$ cat config.mk
export PLATFORM = sky130hd
export DESIGN_NAME = alu_arbiter
export DESIGN_NICKNAME = d
export VERILOG_FILES = /design/src/rtl/alu_arb_pkg.sv /design/src/rtl/alu_arb_rr2.sv /design/src/rtl/alu_arbiter.sv
export SDC_FILE = /design/constraint.sdc
export NUM_CORES = 1
export LEC_CHECK = 0
export CAP_MARGIN = 20
export CORE_UTILIZATION = 39
export DETAILED_ROUTE_END_ITERATION = 10
export GPL_ROUTABILITY_DRIVEN = 0
export GPL_TIMING_DRIVEN = 0
export PLACE_DENSITY = 0.91
export SLEW_MARGIN = 20
export SYNTH_ARGS = -nofsm -noshare
export SYNTH_HDL_FRONTEND = slang
export SYNTH_SLANG_ARGS = --single-unit
$ cat constraint.sdc
create_clock -name clk_i -period 7.85 [get_ports clk_i]
set_input_delay 2.355 -clock clk_i [delete_from_list [all_inputs] [get_ports clk_i]]
set_output_delay 2.355 -clock clk_i [all_outputs]
set_load 0.01 [all_outputs]
$ cat src/rtl/alu_arb_pkg.sv
// Shared op codes, FSM state type and op legality helper for the ALU arbiter.
package alu_arb_pkg;

  localparam logic [2:0] ALU_AND = 3'b000;
  localparam logic [2:0] ALU_OR  = 3'b001;
  localparam logic [2:0] ALU_ADD = 3'b010;
  localparam logic [2:0] ALU_MUL = 3'b011;
  localparam logic [2:0] ALU_SUB = 3'b110;
  localparam logic [2:0] ALU_SLT = 3'b111;

  typedef enum logic [1:0] {
    ST_IDLE = 2'd0,
    ST_EXEC = 2'd1,
    ST_RESP = 2'd2
  } state_e;

  function automatic logic op_is_legal(input logic [2:0] op);
    return (op != 3'b100) && (op != 3'b101);
  endfunction

endpackage

$ cat src/rtl/alu_arb_rr2.sv
// Two-way request arbiter. Round-robin with a last-grant pointer when
// ALU_ARB_RR_EN is defined, otherwise fixed priority to port 0.
module alu_arb_rr2 (
  input  logic       clk_i,
  input  logic       rst_i,
  input  logic [1:0] req_i,
  input  logic       hs_i,
  output logic [1:0] gnt_o
);

`ifdef ALU_ARB_RR_EN
  logic ptr_q;
  logic ptr_d;

  // Grant: on a tie the port that was not granted last wins
  always_comb begin
    case (req_i)
      2'b01:   gnt_o = 2'b01;
      2'b10:   gnt_o = 2'b10;
      2'b11:   gnt_o = ptr_q ? 2'b01 : 2'b10;
      default: gnt_o = 2'b00;
    endcase
  end

  // Pointer next state: moves only when a grant is actually taken
  always_comb begin
    ptr_d = ptr_q;
    if (hs_i) begin
      ptr_d = gnt_o[1];
    end else begin
      ptr_d = ptr_q;
    end
  end

  // Pointer register; resets to port 1 so port 0 wins the first tie
  always_ff @(posedge clk_i or posedge rst_i) begin
    if (rst_i) begin
      ptr_q <= 1'b1;
    end else begin
      ptr_q <= ptr_d;
    end
  end
`else
  logic unused_s;
  assign unused_s = ^{clk_i, rst_i, hs_i};

  // Grant: fixed priority, port 0 always wins
  always_comb begin
    case (req_i)
      2'b01:   gnt_o = 2'b01;
      2'b11:   gnt_o = 2'b01;
      2'b10:   gnt_o = 2'b10;
      default: gnt_o = 2'b00;
    endcase
  end
`endif

endmodule

$ cat src/rtl/alu_arbiter.sv
// Shares one combinational ALU between two requesters with a valid/ready
// request side and a tagged response channel. Optional macro: ALU_ARB_RR_EN.
module alu_arbiter
  import alu_arb_pkg::*;
#(
  parameter int unsigned MUL_CYCLES = 4
) (
  input  logic        clk_i,
  input  logic        rst_i,
  input  logic [1:0]  req_valid_i,
  output logic [1:0]  req_ready_o,
  input  logic [5:0]  req_op_i,
  input  logic [63:0] req_a_i,
  input  logic [63:0] req_b_i,
  output logic [31:0] alu_data1_o,
  output logic [31:0] alu_data2_o,
  output logic [2:0]  alu_ctrl_o,
  input  logic [31:0] alu_data_i,
  input  logic        alu_zero_i,
  output logic        rsp_valid_o,
  input  logic        rsp_ready_i,
  output logic        rsp_id_o,
  output logic [31:0] rsp_data_o,
  output logic        rsp_flag_o,
  output logic        rsp_err_o
);

  localparam logic [3:0] MUL_LOAD = 4'(MUL_CYCLES - 1);

  state_e      state_q, state_d;
  logic [3:0]  cnt_q, cnt_d;
  logic        id_q, id_d;
  logic [31:0] a_q, a_d, b_q, b_d;
  logic [2:0]  op_q, op_d;
  logic        rsp_valid_q, rsp_valid_d;
  logic        rsp_id_q, rsp_id_d;
  logic [31:0] rsp_data_q, rsp_data_d;
  logic        rsp_flag_q, rsp_flag_d;
  logic        rsp_err_q, rsp_err_d;
  logic [1:0]  gnt_s;
  logic        hs_s;
  logic        sel_s;

  alu_arb_rr2 u_arb (
    .clk_i (clk_i),
    .rst_i (rst_i),
    .req_i (req_valid_i),
    .hs_i  (hs_s),
    .gnt_o (gnt_s)
  );

  assign sel_s = gnt_s[1];

  // Ready is offered only in IDLE and is forced low while reset is held
  always_comb begin
    if ((state_q == ST_IDLE) && !rst_i) begin
      req_ready_o = gnt_s;
    end else begin
      req_ready_o = 2'b00;
    end
  end

  // Next-state and datapath capture for the IDLE/EXEC/RESP sequence
  always_comb begin
    state_d     = state_q;
    cnt_d       = cnt_q;
    id_d        = id_q;
    a_d         = a_q;
    b_d         = b_q;
    op_d        = op_q;
    rsp_valid_d = rsp_valid_q;
    rsp_id_d    = rsp_id_q;
    rsp_data_d  = rsp_data_q;
    rsp_flag_d  = rsp_flag_q;
    rsp_err_d   = rsp_err_q;
    hs_s        = 1'b0;
    case (state_q)
      ST_IDLE: begin
        if (|(req_valid_i & gnt_s)) begin
          hs_s    = 1'b1;
          id_d    = sel_s;
          op_d    = sel_s ? req_op_i[5:3]   : req_op_i[2:0];
          a_d     = sel_s ? req_a_i[63:32]  : req_a_i[31:0];
          b_d     = sel_s ? req_b_i[63:32]  : req_b_i[31:0];
          cnt_d   = (op_d == ALU_MUL) ? MUL_LOAD : 4'd0;
          state_d = ST_EXEC;
        end else begin
          state_d = ST_IDLE;
        end
      end
      ST_EXEC: begin
        if (!op_is_legal(op_q)) begin
          // The ALU result is meaningless for an illegal code; report an error
          rsp_data_d  = 32'd0;
          rsp_flag_d  = 1'b0;
          rsp_err_d   = 1'b1;
          rsp_id_d    = id_q;
          rsp_valid_d = 1'b1;
          state_d     = ST_RESP;
        end else if (cnt_q == 4'd0) begin
          rsp_data_d  = alu_data_i;
          rsp_flag_d  = alu_zero_i;
          rsp_err_d   = 1'b0;
          rsp_id_d    = id_q;
          rsp_valid_d = 1'b1;
          state_d     = ST_RESP;
        end else begin
          cnt_d = cnt_q - 4'd1;
        end
      end
      ST_RESP: begin
        if (rsp_ready_i) begin
          rsp_valid_d = 1'b0;
          state_d     = ST_IDLE;
        end else begin
          state_d = ST_RESP;
        end
      end
      default: begin
        state_d     = ST_IDLE;
        rsp_valid_d = 1'b0;
      end
    endcase
  end

  // State, operand and response registers
  always_ff @(posedge clk_i or posedge rst_i) begin
    if (rst_i) begin
      state_q     <= ST_IDLE;
      cnt_q       <= 4'd0;
      id_q        <= 1'b0;
      a_q         <= 32'd0;
      b_q         <= 32'd0;
      op_q        <= 3'd0;
      rsp_valid_q <= 1'b0;
      rsp_id_q    <= 1'b0;
      rsp_data_q  <= 32'd0;
      rsp_flag_q  <= 1'b0;
      rsp_err_q   <= 1'b0;
    end else begin
      state_q     <= state_d;
      cnt_q       <= cnt_d;
      id_q        <= id_d;
      a_q         <= a_d;
      b_q         <= b_d;
      op_q        <= op_d;
      rsp_valid_q <= rsp_valid_d;
      rsp_id_q    <= rsp_id_d;
      rsp_data_q  <= rsp_data_d;
      rsp_flag_q  <= rsp_flag_d;
      rsp_err_q   <= rsp_err_d;
    end
  end

  assign alu_data1_o = a_q;
  assign alu_data2_o = b_q;
  assign alu_ctrl_o  = op_q;
  assign rsp_valid_o = rsp_valid_q;
  assign rsp_id_o    = rsp_id_q;
  assign rsp_data_o  = rsp_data_q;
  assign rsp_flag_o  = rsp_flag_q;
  assign rsp_err_o   = rsp_err_q;

endmodule

# == Yosys cells after proc, flatten, opt, wreduce, memory -nomap -nowiden ==
# Index checks and enable logic that the tools add are counted.
# totals
wordCells,67
ff_bits,110
in_bits,172
# op_classes
eq_ne,14
n_reduce_logical,12
n_addsub,1
n_bitwise,2
n_mux,27
# op_table
cell,count
two-way mux 32 bit,4
two-way mux 4 bit,3
two-way mux 1 bit,10
two-way mux 2 bit,5
inequality test 3 bit (second input constant),3
one-hot mux 4 bit (2 select lines),1
== test 2 bit (second input constant),3
inequality test 2 bit (second input constant),3
one-hot mux 2 bit (3 select lines),1
== test 2 x 1 -> 1 bit (second input constant),2
zero test 4 bit,1
inequality test 2 x 1 -> 1 bit (second input constant),2
one-hot mux 2 bit (2 select lines),1
AND reduction 2 bit,2
AND reduction 4 bit,1
OR reduction 2 bit,2
subtractor 4 x 1 -> 4 bit (second input constant),1
== test 3 x 2 -> 1 bit (second input constant),1
two-way mux 3 bit,1
one-hot mux 1 bit (3 select lines),1
AND reduction 3 bit,1
bitwise AND 2 bit,1
logical AND 1 bit,2
zero test 2 bit,1
3 further kinds,3

# == Logic depth before layout (Yosys ltp) ==
# Gate-level depths: netlist (run 1).
# logic_depth
ltp_word,8
mapped_depth,8
mapped_depth_nobuf,6

# == Cells and area by module ==
# Synthesis (run 1) repeated with hierarchy kept, for this count alone.
# hier_totals
hier_cells,490
area_unflattened_um2,4936.0
# by_module_without_submodules
module,cells_each,instances,area_per_inst_um2
alu_arbiter,488,1,4926.0
alu_arb_rr2,2,1,10.0

# == Worst setup path before layout (run 1) ==
# Ideal clock, no wire load.
# synth_timing
kind,input port to output port
startpoint,input port rst_i
endpoint,output port req_ready_o[0]
cell_stages,2
n_path_buf,0
required_ps,5495
t_arrival_ps,5111
setup_slack_ps,384
cell_sequence,inv_1 > and3_1
# synth_between
elab_chain_cells,3
# synth_rtl
item,line,text
start: declaration,alu_arbiter.sv:9,"input logic rst_i,"
zero test 1 bit (no source line),--,
logical AND 1 bit,alu_arbiter.sv:56,if ((state_q == ST_IDLE) && !rst_i) begin
two-way mux 2 bit,alu_arbiter.sv:56,
end: declaration,alu_arbiter.sv:11,"output logic [1:0] req_ready_o,"
# No other way between the ends.

# == Worst setup path in the final report (run 1) ==
# layout_timing
startpoint,input port req_valid_i[0]
endpoint,output port req_ready_o[1]
# layout_between
elab_chain_cells,4
# layout_rtl
item,line,text
start: declaration,alu_arbiter.sv:10,"input logic [1:0] req_valid_i,"
== test 2 x 1 -> 1 bit or == test 2 bit (tied branches),alu_arb_rr2.sv:49,case (req_i)
OR reduction 2 bit (no source line),--,
one-hot mux 2 bit (2 select lines) *,alu_arb_rr2.sv:49,
two-way mux 2 bit *,alu_arbiter.sv:56,
# Mark *: on every way between the ends. The rest lies on a longest branch, timed or not.

==> results.txt, run 1 <==
* Worst-path maximum fanout: 10
- The worst register-to-register path begins at cnt_q[0].
- The worst setup path is launched from an input port.
- For this configuration, the core starts out at a cell density of 0.404.
* Placed cell count: 937
- The repair_antennas step left the layout with diodes totalling 0.
- Cell-internal power: 1.78 mW
* Setup repair after global routing missed its margin: no
* Comb power frac: 0.489
- For the worst flop-to-flop path, the logic depth is 8.
- Kind of cell adding the most delay to the critical path: buffers and inverters
- Main synth FF type: dfrtp_1
- The worst path needs roughly 6.7 ns of the cycle, external delays included.
* TritonCTS clock tree: built
- Number of buffers inserted by hold repair at cts: 0
- The finished cells cover between 8000 and 9000 sq um.
- Setup violations remaining at the end of the flow were counted as 0.
* Later-pin clock latency in the skew report: 0.35 ns
* Global router's overall resource usage: 0.248
- The number of global-route vias before repair came to ~4,800.
* Fraction of power consumed by the clock network: 0.158
- Max Fclk: 150 MHz
- Power density over cell area: between 300 and 400 nW/um^2
- Residual DRC count: 0
* Area growth from synthesis to final layout: 67.5%
* Master of the slowest instance on the critical path: clkdlybuf4s50_1
- Number of slew-limit violations in the final report: 0
- In the final layout, the share of cells above drive strength 1 is 0.0522.
- The largest single stage delay on the critical path is approximately 0.61 ns.
- Sequential share of power: 0.354
* Number of post-CTS setup repair buffers: 0
- Global-route wire length before repair: 24,300 microns
- Data required time at the worst endpoint: about 5.5 ns
- Number of enable flip-flop cells after synthesis: 0
- In this run, distinct cell masters in the synthesized netlist total 27.
- Total die area: between 10,000 and 15,000 sq um
- The clock passes through at most 2 buffers.
* Type of the setup path with the least slack: input port to primary output
- Fin crit share: 0.849
* Number of detailed-route iterations in the first pass: 6
- At the worst endpoint, the arrival time is 4.31 ns.
* Critical-path cell list: clkdlybuf4s50_1 -> nand2b_1 -> buf_2 -> buf_2 -> nor4_1 -> clkdlybuf4s50_1
- Syn nets: about 670
- In the layout the commonest cells are 276 x clkdlybuf4s50_1, 139 x nand2_1, 110 x dfrtp_1, 103 x o21ai_0, 67 x mux2i_1.
- Counting flops with an async set or reset pin after synthesis yields a share of 1.00.
- Number of clock buffers inserted by TritonCTS: 9
- Antenna-violating nets left: 0
- CP Depth: 6
- The synthesized design contains 110 register bits.
- ~280 I/O pins were placed.
- In this run, post-CTS repair resized a total of 0 instances.
* Total number of clock tree sinks: 110
* H-tree level count: 3
* Worst ir drop on vdd: 215 uV
* Critical path capture point type: primary output
- The library cell used most frequently in the layout, excluding fill and tap cells, is clkdlybuf4s50_1.
- The critical path ends at req_ready_o[1].
- Summed over all nets, the half-perimeter wirelength after detailed placement is 12,400 microns.
- Clock Tree Root: clkbuf_16
- Capture point of the worst reg-to-reg path: rsp_data_o[2]
- Switching power summed over all nets: ~1.0 mW
- The routed design has around 16,000 microns of wire.
* Mapped cell area: around 4900 sq um
- Counting both buffers and inverters, the worst setup path holds a total of 4.
- Max-slew headroom: 0.611
- Result of the run: complete, no violations
- Detailed routing inserted a total of 4,649 vias.
- In this run the cell area measured after placement is slightly below 8000 sq um.
- Leakage power total: 3.79 nW
- Final-layout worst hold slack: between 0.4 and 0.5 ns
- Switching part of the total: 0.370
- For this run, the register share of the synthesized area comes to 0.563.
* Maximum Capacitance Violations: 0
* Mapped Cells: 492
- Number of nets at the end of the flow: around 950
- Transition time at the pin with the least slew margin: ~0.58 ns
- First-iteration detailed-routing DRC count: 182
- Cell Rows: 40
* Maximum number of pins on one net before global-route repair: 66
- Global route overflow: 0
- Core ar.: around 12,000 sq um
* Routed len/inst: approximately 17 microns
- Syn. warnings: 0
* Overall die height: 114 microns
* Die width: 114 microns
* Post-route non-filler standard cell count: roughly 950
- The number of endpoints with negative hold slack in the final report was 0.
* Class of the worst hold path: register to register
- Skew final: 0.00345 ns
* Number of port buffers: 276
- The critical path starts at req_valid_i[0].
* Mean instance size in the synthesized netlist: about 9.9 sq um
* DR vias/cell: about 4.9
- The initial antenna violation count came to 1.
- Setup slack of the most critical reg-to-reg path: roughly 5.9 ns
- Clock-pin slew was measured on the worst setup and hold paths at ~0.070 ns.
-- power groups by stage --
stage,combinational [mW],clock (mW),sequential (mW)
after floorplan,0.478,0,1.11
after global placement,1.36,0,0.994
after detailed placement,1.40,0,1.01
after CTS,1.40,0.458,1.00
after global routing,1.52,0.482,1.03
final,1.38,0.447,1.00
-- flip-flops by register name, summed over array words and instances, names as in the netlist --
signal / flops
id_q: 1
rsp_flag_o: 1
alu_ctrl_o: 3
state_q: 2
rsp_id_o: 1
alu_data2_o: 32
cnt_q: 4
rsp_data_o: 32
rsp_valid_o: 1
alu_data1_o: 32
rsp_err_o: 1
-- layout make-up --
class,instances,area [sq um]
plain buffers,33,151
clock buffers,12,267
clock inverters,4,30.0
fillers,943,3920
inverters,3,16.3
multi-input cells,346,1970
flip-flops and latches,110,2750
well taps,168,210
repair buffers,277,2790
-- synthesized netlist by cell type, types with 2 or more instances --
library cell,n,area (sq um)
nor2b_1,3,18.8
a21oi_1,4,20.0
mux2i_1,67,671
nand2b_1,5,31.3
buf_2,16,80.1
o21ai_0,103,515
clkbuf_1,16,60.1
nor3_1,4,20.0
ha_1,2,25.0
o21ai_2,2,17.5
dfrtp_1,110,2750
a211oi_1,2,15.0
o32a_1,2,20.0
nand2_1,139,522
inv_1,3,11.3
nor2_1,3,11.3
-- tightest hold or removal path, cell delays in order (launching register included) --
cell	delay, ns
dfrtp_1	0.34
nand2_1	0.04
o21ai_0	0.06
-- per-stage QoR --
stage                     utilization  setup WS, ns  power (mW)  TNS (ns)
final                           0.676          1.18        2.83         0
after global routing            0.676          1.08        3.03         0
after CTS                       0.676          1.19        2.86         0
after detailed placement        0.652          1.20        2.40         0
after global placement          0.649         -1.46        2.35     -1.46
after floorplan                     -         0.384        1.59         0
-- worst min-delay path by stage --
stage	start	end	cells past startpoint
after detailed placement	rsp_valid_o	rsp_valid_o	2
after global routing	alu_data1_o[16]	alu_data1_o[16]	2
after floorplan	cnt_q[0]	cnt_q[0]	1
after CTS	alu_data1_o[0]	alu_data1_o[0]	2
final	alu_data1_o[19]	alu_data1_o[19]	2
after global placement	alu_data1_o[5]	alu_data1_o[5]	2
-- metal layers --
| layer | GRT usage | share of wire |
|---|---|---|
| met4 | 0.0987 | 0.024 |
| met3 | 0.0866 | 0.084 |
| met5 | 0 | 0.00081 |
| met2 | 0.448 | 0.52 |
| met1 | 0.262 | 0.37 |
-- cell families (layout without fill, tap and decap cells) --
| logic type | Yosys count | count (layout) | synth area share |
|---|---|---|---|
| AOI/OAI and AO/OA | 116 | 116 | 0.126 |
| adders and majority gates | 2 | 2 | 0.00512 |
| and+or+nand+nor | 160 | 160 | 0.134 |
| DFF | 110 | 110 | 0.563 |
| muxes | 68 | 68 | 0.139 |
| buffers and inverters | 36 | 329 | 0.0333 |
Power figures use the tool's default switching activity.
==> run 2: changes to the inputs <==
- CORE_UTILIZATION: 39 -> 35
- PLACE_DENSITY: 0.91 -> 0.86
- clock period: 7.85 -> 5.95 ns (I/O delays scaled with it)
==> run 2 against run 1 <==
Compared with the run above:
- flip-flop and latch count unchanged
- count of clock-buffer cells in the layout unchanged
- sequential power up 32%
- hold slack worse by 0.0053 ns
- worst setup slack worse by 0.88 ns
- critical path type unchanged
- highest routed layer is now met4
==> results.txt, run 2 (same netlist as run 1, synthesis figures left out) <==
* Result of the run: complete, no violations
* Number of post-CTS setup repair buffers: 0
- The tool flagged a number of max-cap violations equal to 0.
* Total die area: 14,400 sq um
- Dividing the detail-routed via count by the number of cells gives 4.86.
- Final hold vios: 0
* Count of fill cells added during filler insertion: 1,116
- For this run, the top clock speed supported by timing is between 150 and 200 MHz.
- Routed len/inst: 16.7 microns
- Most frequent standard cell in the layout excluding fill and tap cells: clkdlybuf4s50_1
- Total number of clock tree sinks: between 100 and 150
- Clock Tree Root: clkbuf_16
- Worst ir drop on vdd: 245 uV
- The initial antenna violation count is 0.
- Fraction of layout cells with a size suffix above 1: 0.0522
- Worst-case clock buffer depth: 2
- After floorplanning, the core was sized to cover 13,500 sq um.
- During I/O placement, the number of pins put on the boundary was 277.
- Global-route wire length before repair: about 25,000 microns
- TritonCTS clock tree: built
- The worst setup path is captured at a primary output.
- Leakage power total: approximately 3.8 nW
* CP startpoint kind: input port
- Number of nets at the end of the flow: ~960
* Effective utilization at floorplan: 0.363
* Crit-path most repeated cell: clkdlybuf4s50_1
- Slowest stage delay, CP: 0.53 ns
- Transition time at the pin with the least slew margin: 0.598 ns
- The design draws between 3 and 4 mW.
- Count of buffering cells on the critical path with inverters included: 4
- Number of port buffers: about 280
- The number of antenna diodes in the final layout is 0.
* Critical-path cell list: clkdlybuf4s50_1 -> clkinvlp_4 -> buf_12 -> and3_1 -> clkdlybuf4s50_1
- The final layout contains routed wiring with a total length of around 16,000 microns.
- CP Data Arrival Time: between 3 and 4 ns
- Shortest period the worst path allows: about 5.6 ns
* Maximum number of pins on one net before global-route repair: 35
- Data required time at the worst endpoint: about 4.2 ns
* Global route overflow: 0
* Class of the worst hold path: register to register
* Antenna-violating nets left: 0
* Master of the slowest instance on the critical path: clkdlybuf4s50_1
* Final design instance area without fill: slightly above 8000 sq um
- Setup repair after global routing missed its margin: no
- In this run the worst path has a maximum fanout of 34.
* Max-slew headroom: 0.601
- The final-report max-slew violation count came to 0.
* Overall die height: about 120 microns
* Sum of net half-perimeters after detailed placement: between 10,000 and 15,000 microns
- The placed instances occupy a cell area of a little under 8000 sq um.
- Clock skew on the completed layout was measured at 0.00470 ns.
- Fin crit share: 0.949
- Area growth from synthesis to final layout: 67.9%
* Number of global-route vias before repair: 4,802
- Hold timing on the final database bottoms out at a slack of ~0.48 ns.
- Grouping stages by cell kind, the critical path spends the most delay in buffers and inverters.
* Util after Layout: 0.610
* Number of buffers inserted by hold repair at cts: 0
* Final Setup Violations: 0
- The number of placed instances, taps included, is roughly 950.
- Clock-pin slew was measured on the worst setup and hold paths at ~0.070 ns.
- Clock latency on the worst-skew pair, taken at its later pin, is roughly 0.34 ns.
- Number of clock buffers inserted by TritonCTS: 9
* Power density over cell area: around 450 nW/um^2
* Post-route non-filler standard cell count: approximately 960
- Post-CTS repair changed the size of 0 cells.
- H-tree level count: 3
- Cell Rows: 42
- The die is 120 microns wide.
- Most frequent cells in the layout: 276 x clkdlybuf4s50_1, 139 x nand2_1, 110 x dfrtp_1, 103 x o21ai_0, 67 x mux2i_1
- The routed layout has approximately 4,700 vias.
* Number of detailed-route iterations in the first pass: 4
* Residual DRC count: 0
* First-iteration detailed-routing DRC count: between 150 and 200
- The setup path with the least slack is of type input port to primary output.
- Global router's overall resource usage: 0.228
-- run 2: cell count changes in the layout (fill, tap and decap cells not counted), sizes merged --
cell / previous run / this run
buf: 18 / 20
clkinv: 0 / 2
clkinvlp: 4 / 1
-- run 2: path summary, 6_finish.rpt --
kind	slack, ns	cells after the start	start	to
setup / recovery	0.30	5	rst_i	req_ready_o[0]
hold / removal	0.48	2	alu_data1_o[27]	alu_data1_o[27]
setup reg to reg	3.99	8	cnt_q[0]	rsp_data_o[1]
hold reg to reg	0.48	2	alu_data1_o[27]	alu_data1_o[27]
max in group asynchronous	3.28	4	rst_i	alu_data2_o[1]
min in group asynchronous	1.88	2	rst_i	rsp_data_o[31]
-- run 2: area by class of cell --
cell class	instances	area, sq um	share of cell area
Timing Repair Buffer	279	2820	0.344
Tap cell	176	220	0.0268
Inverter	3	15.0	0.00183
Clock inverter	3	18.8	0.00229
Buffer	33	151	0.0184
Clock buffer	12	256	0.0312
Multi-Input combinational cell	346	1970	0.240
Sequential cell	110	2750	0.335
-- run 2: power by group --
part	internal [mW]	total, mW	switching (mW)
Sequential	1.11	1.32	0.207
Combinational	0.928	1.82	0.897
Clock	0.305	0.564	0.259
-- run 2: layer usage --
metal | wire length [microns] | up-vias | track usage
li1 | - | 2250 | -
met1 | 5980 | 2206 | 0.250
met4 | 247 | 0 | 0.0727
met2 | 8220 | 205 | 0.412
met5 | 0 | - | 0
met3 | 1590 | 15 | 0.0755
-- run 2: worst register-to-register path, delay by kind of cell (launching register included) --
kind,cells,cell delay [ns]
AO/OA/AOI/OAI,2,0.38
flip-flops,1,0.40
AND/OR/NAND/NOR,2,0.26
adder cells (fa/ha/maj),1,0.20
buffers and inverters,3,0.63
-- run 2: per-stage QoR --
stage / TNS (ns) / setup WS (ns)
3_5_place_dp: 0 / 0.227
6_report: 0 / 0.305
2_1_floorplan: 0 / 0.251
4_1_cts: 0 / 0.225
5_1_grt: 0 / 0.110
3_3_place_gp: -1.57 / -1.57
